<file path="src/rtl/uart_tx_arbiter.sv">
// Round-robin, packet-granular arbiter that shares one uartTx serializer between
// NUM_REQ byte-stream requesters, with a per-packet stall watchdog.
module uart_tx_arbiter #(
    parameter int NUM_REQ = 3,
    parameter int TIMEOUT = 1000000,
    parameter int CNT_W   = 8
) (
    input  logic                 clk,
    input  logic                 resetn,
    input  logic [NUM_REQ-1:0]   req_valid,
    input  logic [8*NUM_REQ-1:0] req_data,
    input  logic [NUM_REQ-1:0]   req_last,
    output logic [NUM_REQ-1:0]   req_ready,
    output logic [NUM_REQ-1:0]   grant,
    output logic                 tx_start,
    output logic [7:0]           tx_data,
    input  logic                 tx_ready,
    output logic                 busy,
    output logic [CNT_W-1:0]     timeout_cnt
);

    localparam int IDX_W   = (NUM_REQ > 1) ? $clog2(NUM_REQ) : 1;
    localparam int STALL_W = (TIMEOUT > 1) ? $clog2(TIMEOUT) : 1;

    typedef enum logic [1:0] {
        IDLE      = 2'd0,
        SEND      = 2'd1,
        WAIT_LOW  = 2'd2,
        WAIT_HIGH = 2'd3
    } state_t;

    state_t               state_r;
    logic [NUM_REQ-1:0]   grant_r;
    logic [IDX_W-1:0]     gidx_r;
    logic [IDX_W-1:0]     ptr_r;
    logic [STALL_W-1:0]   stall_r;
    logic                 last_r;
    logic                 tx_start_r;
    logic [7:0]           tx_data_r;
    logic [CNT_W-1:0]     tout_r;

    logic [IDX_W-1:0]     pick_s;
    logic                 pick_vld_s;
    logic [IDX_W-1:0]     next_ptr_s;
    logic [7:0]           lane_data_s;
    logic                 accept_s;
    int                   idx_s;

    // Round-robin pick: descending scan so the lowest offset from ptr wins.
    always_comb begin
        pick_s     = ptr_r;
        pick_vld_s = 1'b0;
        idx_s      = 0;
        for (int k = NUM_REQ - 1; k >= 0; k--) begin
            idx_s = int'(ptr_r) + k;
            if (idx_s >= NUM_REQ) begin
                idx_s = idx_s - NUM_REQ;
            end else begin
                idx_s = idx_s;
            end
            if (req_valid[idx_s]) begin
                pick_s     = IDX_W'(idx_s);
                pick_vld_s = 1'b1;
            end else begin
                pick_vld_s = pick_vld_s;
            end
        end
    end

    // Granted lane selection, accept qualification and pointer advance.
    always_comb begin
        lane_data_s = req_data[8*int'(gidx_r) +: 8];
        accept_s    = (state_r == SEND) && tx_ready && req_valid[gidx_r];
        if (gidx_r == IDX_W'(NUM_REQ - 1)) begin
            next_ptr_s = '0;
        end else begin
            next_ptr_s = gidx_r + IDX_W'(1);
        end
    end

    // Only the owner sees ready, and only while the serializer is idle in SEND.
    always_comb begin
        if ((state_r == SEND) && tx_ready) begin
            req_ready = grant_r;
        end else begin
            req_ready = '0;
        end
    end

    // Packet FSM with registered grant, tx handshake and watchdog.
    always_ff @(posedge clk or negedge resetn) begin
        if (!resetn) begin
            state_r    <= IDLE;
            grant_r    <= '0;
            gidx_r     <= '0;
            ptr_r      <= '0;
            stall_r    <= '0;
            last_r     <= 1'b0;
            tx_start_r <= 1'b0;
            tx_data_r  <= 8'h00;
            tout_r     <= '0;
        end else begin
            tx_start_r <= 1'b0;
            case (state_r)
                IDLE: begin
                    if (pick_vld_s) begin
                        grant_r <= NUM_REQ'(1) << pick_s;
                        gidx_r  <= pick_s;
                        stall_r <= '0;
                        state_r <= SEND;
                    end
                end
                SEND: begin
                    if (accept_s) begin
                        tx_data_r  <= lane_data_s;
                        tx_start_r <= 1'b1;
                        last_r     <= req_last[gidx_r];
                        stall_r    <= '0;
                        state_r    <= WAIT_LOW;
                    end else if (!req_valid[gidx_r]) begin
                        // Stall time only accrues while the serializer could take a byte.
                        if (stall_r == STALL_W'(TIMEOUT - 1)) begin
                            grant_r <= '0;
                            ptr_r   <= next_ptr_s;
                            stall_r <= '0;
                            if (tout_r != {CNT_W{1'b1}}) begin
                                tout_r <= tout_r + CNT_W'(1);
                            end
                            state_r <= IDLE;
                        end else if (tx_ready) begin
                            stall_r <= stall_r + STALL_W'(1);
                        end
                    end
                end
                WAIT_LOW: begin
                    if (!tx_ready) begin
                        state_r <= WAIT_HIGH;
                    end
                end
                WAIT_HIGH: begin
                    if (tx_ready) begin
                        if (last_r) begin
                            grant_r <= '0;
                            ptr_r   <= next_ptr_s;
                            state_r <= IDLE;
                        end else begin
                            state_r <= SEND;
                        end
                    end
                end
                default: begin
                    state_r <= IDLE;
                    grant_r <= '0;
                end
            endcase
        end
    end

    assign grant       = grant_r;
    assign tx_start    = tx_start_r;
    assign tx_data     = tx_data_r;
    assign timeout_cnt = tout_r;
    assign busy        = (state_r != IDLE);

endmodule
</file>
<file path="config.mk">
export PLATFORM = sky130hd
export DESIGN_NAME = uart_tx_arbiter
export DESIGN_NICKNAME = d
export VERILOG_FILES = /design/src/rtl/uart_tx_arbiter.sv
export SDC_FILE = /design/constraint.sdc
export NUM_CORES = 1
export LEC_CHECK = 0
export ABC_AREA = 1
export ABC_CLOCK_PERIOD_IN_PS = 2600
export CAP_MARGIN = 0
export CORE_MARGIN = 2
export CORE_UTILIZATION = 53
export DETAILED_ROUTE_END_ITERATION = 12
export PLACE_DENSITY = 0.85
export SETUP_SLACK_MARGIN = 0.4
export SYNTH_ARGS = -nofsm -noshare
export SYNTH_HDL_FRONTEND = slang
export SYNTH_SLANG_ARGS = --single-unit
</file>
<file path="constraint.sdc">
create_clock -name clk -period 2.6 [get_ports clk]
set_clock_uncertainty 0.15 [all_clocks]
set_input_delay 0.52 -clock clk [delete_from_list [all_inputs] [get_ports clk]]
set_output_delay 0.52 -clock clk [all_outputs]
set_load 0.1 [all_outputs]
</file>
-- Yosys cells after proc, flatten, opt, wreduce, memory -nomap -nowiden
Cells that the tools add are included.
- register bits: 47
- output and inout port bits: 24
- word-level logic and storage cells: 111
- add/subtract/negate cells: 8
- $lt $le $gt $ge: 7
- equal/unequal tests: 16
- shift-type cells: 2
- muxes and demuxes: 53
- bitwise logic cells: 2
- reduce and logical (&&, ||, !) cells: 14
- operator list (operator ; count):
    20-bit 2-to-1 mux ; 5
    32-bit by 4-bit less-than comparator with 1-bit output, second input constant ; 3
    32-bit 2-to-1 mux ; 3
    20-bit case mux with 2 select lines ; 1
    2-bit 2-to-1 mux ; 15
    24-bit by 6-bit indexed part select with 8-bit output ; 1
    3-bit 2-to-1 mux ; 7
    20-bit by 1-bit adder with 20-bit output, second input constant ; 1
    20-bit == test, second input constant ; 1
    1-bit 2-to-1 mux ; 14
    2-bit != test, second input constant ; 6
    1-bit binary-select mux with 2-bit select ; 5
    5-bit AND reduction ; 2
    3-bit case mux with 3 select lines ; 1
    8-bit by 1-bit adder with 8-bit output, second input constant ; 1
    8-bit != test, second input constant ; 1
    2-bit case mux with 4 select lines ; 1
    3-bit by 2-bit subtractor with 4-bit output, second input constant ; 2
    7-bit AND reduction ; 1
    2-bit == test, second input constant ; 3
    3-bit by 2-bit >= comparator with 1-bit output, second input constant ; 2
    6-bit AND reduction ; 1
    2-bit nonzero test ; 3
    4-bit by 3-bit != test with 1-bit output, second input constant ; 1
    18 further kinds ; 21

-- Longest topological paths before layout
- depth in word-level cells: 12
- depth in mapped cells: 15

-- Worst setup path after synthesis
OpenSTA, ideal clock, no wires.
- path type: flip-flop to output port
- start point: register grant_r[0], in the netlist grant[0]
- end point: output port req_ready[0]
- data arrival time: 2.299 ns
- path slack: -0.369 ns
- stages on the path, launching flop included: 3
- path buffers: 0
- cell sequence: dfrtp_1 -> inv_1 -> nor2_1
- cells in the longest elaborated chain, start to end: 1
- ends and longest elaborated chain (element ; RTL line ; RTL):
    from (decl) ; 33 ; logic [NUM_REQ-1:0] grant_r;
    from (signal assigned) ; 107 ; grant_r <= NUM_REQ'(1) << pick_s;
    3-bit 2-to-1 mux ; 83 ; if ((state_r == SEND) && tx_ready) begin
    to (decl) ; 13 ; output logic [NUM_REQ-1:0] req_ready,
Every way passes these cells.

-- Worst setup path after layout
- start point: input port tx_ready
- end point: output port req_ready[2]
- cells in the longest elaborated chain, start to end: 2
- ends and longest elaborated chain (element ; RTL line ; RTL):
    from (decl) ; 17 ; input logic tx_ready,
    1-bit logical AND ; 83 ;
    3-bit 2-to-1 mux ; 83 ;
Every way passes these cells.

==> metrics.md <==
| Metric | Value |
|---|---|
| Met2 Usage GRT | between 40% and 50% |
| Yosys top cell by area | dfrtp_1 |
| Mapped Nets | 521 |
| Max-Cap Viols | 0 |
| VDD IR max | ~0.95 mV |
| Most common cell in the netlist | nand2_1 |
| Data arrival, critical path | roughly 1.5 ns |
| Avg Cell Area, Syn | 6.62 um2 |
| Status | complete, no violations |
| Die Y | 81.6 um |
| CTS tree | built |
| GR met3 Demand/Resource | 6.70% |
| Post-DP HPWL | 6.18 mm |
| Pwr Density | between 1000 and 1500 nW/um2 |
| Post-synthesis cell area | 3190 um2 |
| Share of the synthesized area in the top cell type | 36.8% |
| Die width | roughly 80 um |
| Type of the worst min-delay path | in -> async |
| Worst-Skew Late Latency | 0.31 ns |
| EDFF count, synth | 0 |
| Vias in the first global route | 3350 |
| Synthesis Warnings | 0 |
| Port-buffer cells | 56 |
| Largest net degree at the start of global routing | 25 |
| Final-report max-slew violation count | 0 |
| Clock sink total | 47 |
| Top Ports | 57 |
| Normalized max-slew margin | 63.5% |
| Top cells by count, synth | 167 x nand2_1, 71 x nand3_1, 59 x nor2_1, 47 x dfrtp_1, 46 x inv_1 |
| Sum Neg Setup Slack | 0 ns |
| Detailed-route DRC error count | 0 |
| Antenna violations before repair | 0 |
| Root Buffer | clkbuf_8 |
| Met1 Track Usage GR | 34.3% |
| Num rows | 28 |
| Crit path time final | 2.13 ns |
| Top cells by area, synth | dfrtp_1 37%, nand2_1 20%, nand3_1 11% |
| Async set-reset flop share out of synthesis | 100% |
| CP max FO | 4 |
| Gr usage total | 27.9% |
| Starting density of the core | a little over half |
| Layout cell share with drive strength beyond 1 | 17.6% |
| H-Tree Level Count | 2 |
| Fillers | 482 |
| Cell Count Post-Placement | 612 |
| Final Non-Filler Cells | 631 |
| Initial DRC Count | 334 |
| CP Launch Type | primary input |
| Final Util | between 70% and 80% |
| DRT Pass-1 Iters | 5 |
| Post-synthesis sequential area ratio | 36.8% |
| Longest Clk Path Bufs | 2 |
| Worst r2r path cells | 14 |
| Unrepaired setup endpoints after global routing | true |
| Die area | 6660 um2 |
| Seq cells post-synth | 47 |
| Critical Path End Type | primary output |
| Core box area | just under 6000 um2 |
| Reg clk slew, reported paths | 0.09 ns |
| GPL Wtd Cong | 0.918 |
| Count of cell types in the netlist | 30 |
| Fmax | 469 MHz |
| P&R area growth vs syn | 30.6% |
| GRT overflow | 0 |
| DR vias/cell | 5.55 |
| Final hold vios | 0 |
| Final total power | 4.27 mW |
| Main flop type after synthesis | dfrtp_1 |
| CTS Hold Bufs | 0 |
| CP Data Required Time | 1.93 ns |
| First-pass GRT wire length | between 10 and 15 mm |
| Worst Tran Pin Value | 0.548 ns |
| Final ANT Viol Nets | 0 |
| Pleak | 1.97 nW |
| Gate count after technology mapping | 482 |
| Final WL | 8.67 mm |
| Fin crit share | 82.0% |
| GR peak layer | met2 |
| Layout Nets | 594 |
| DR WL/cell | 13.7 um |
| Final setup vio count | 0 |
| Hold slack final | 0.0372 ns |
| TritonCTS Buffers | 5 |
| Via count | 3504 |
| WS Path Type | in -> out |
| Antenna cells | 0 |
==> area by class of cell <==
class                      instances  area (um2)  area share (%)
inverter                          48         183            4.38
timing repair buffer              80         749            18.0
multi-input combinational        373        1840            44.1
clock buffer                       6        82.6            1.98
clock inverter                     2        35.0           0.841
tap                               75        93.8            2.25
sequential                        47        1190            28.5
==> worst paths after layout <==
| path | from | end | slack, ns |
|---|---|---|---|
| worst max-delay path | tx_ready | req_ready[2] | 0.47 |
| worst min-delay path | resetn | timeout_cnt[2] | 0.04 |
| worst max register to register | ptr_r[1] | stall_r[8] | 0.52 |
| worst min register to register | grant[0] | grant[0] | 0.37 |
| max in group asynchronous | resetn | ptr_r[1] | 1.63 |
| min in group clk | grant[0] | grant[0] | 0.37 |
==> kinds of logic after synthesis <==
| kind of cell | Yosys count | synth area share (%) |
|---|---|---|
| adder cells (fa/ha/maj) | 6 | 2.35 |
| AO/OA/AOI/OAI | 34 | 6.82 |
| buffers and inverters | 62 | 8.04 |
| AND/OR/NAND/NOR | 324 | 43.5 |
| XOR/XNOR | 9 | 2.47 |
| flip-flops | 47 | 36.8 |
==> cells in the final DEF (no fill, tap or decap), types with 3 or more instances in the layout <==
master / n
nand2_2: 7
o21ai_0: 12
nand4_1: 6
dfrtp_1: 38
nor3_1: 9
nor2_4: 5
nand2_1: 163
nand3_2: 3
dfrtp_2: 9
buf_12: 4
nand3_1: 68
xor2_1: 7
inv_1: 40
ha_1: 4
nor2_1: 54
a21oi_1: 3
a41oi_1: 9
buf_4: 43
o21ai_1: 5
clkbuf_8: 6
clkdlybuf4s50_1: 30
inv_2: 7
==> sequential cells by signal, indices dropped and copies added (netlist names), named ones only <==
name	cells
gidx_r	2
grant	3
last_r	1
ptr_r	2
stall_r	20
state_r	1
timeout_cnt	8
tx_data	8
tx_start	1
==> what timing repair did <==
item,4_1_cts,5_1_grt
gates cloned,1,0
buffers inserted,1,9
pin swaps,1,6
endpoints found under the setup margin,23,44
gates resized for setup,11,20
==> metal layers <==
layer | routed length [um] | vias to the layer above
met5 | 0 | -
met4 | 136 | 0
met3 | 692 | 18
met2 | 4300 | 167
met1 | 3530 | 1616
li1 | - | 1703
==> through the flow <==
step / cell area [um2] / worst slack, ns
after floorplan: 3220 / 0.443
after global placement: 3870 / 0.185
after detailed placement: 3870 / 0.118
after CTS: 4060 / 0.428
after global routing: 4170 / 0.393
final: 4170 / 0.467
==> report_power, final <==
part | switching (mW) | internal [mW] | leakage [nW]
registers | 0.129 | 0.885 | 0.607
clock network | 0.258 | 0.312 | 0.0612
logic | 1.84 | 0.844 | 1.30
total | 2.23 | 2.04 | 1.97
==> worst max-delay path, cell delays in order <==
cell and delay (ns):
dlygate4sd2_1 0.28, inv_1 0.12, nor2_2 0.16, inv_2 0.10, nor2_4 0.11, buf_12 0.18
No activity file was read; power rests on OpenSTA's default activity.
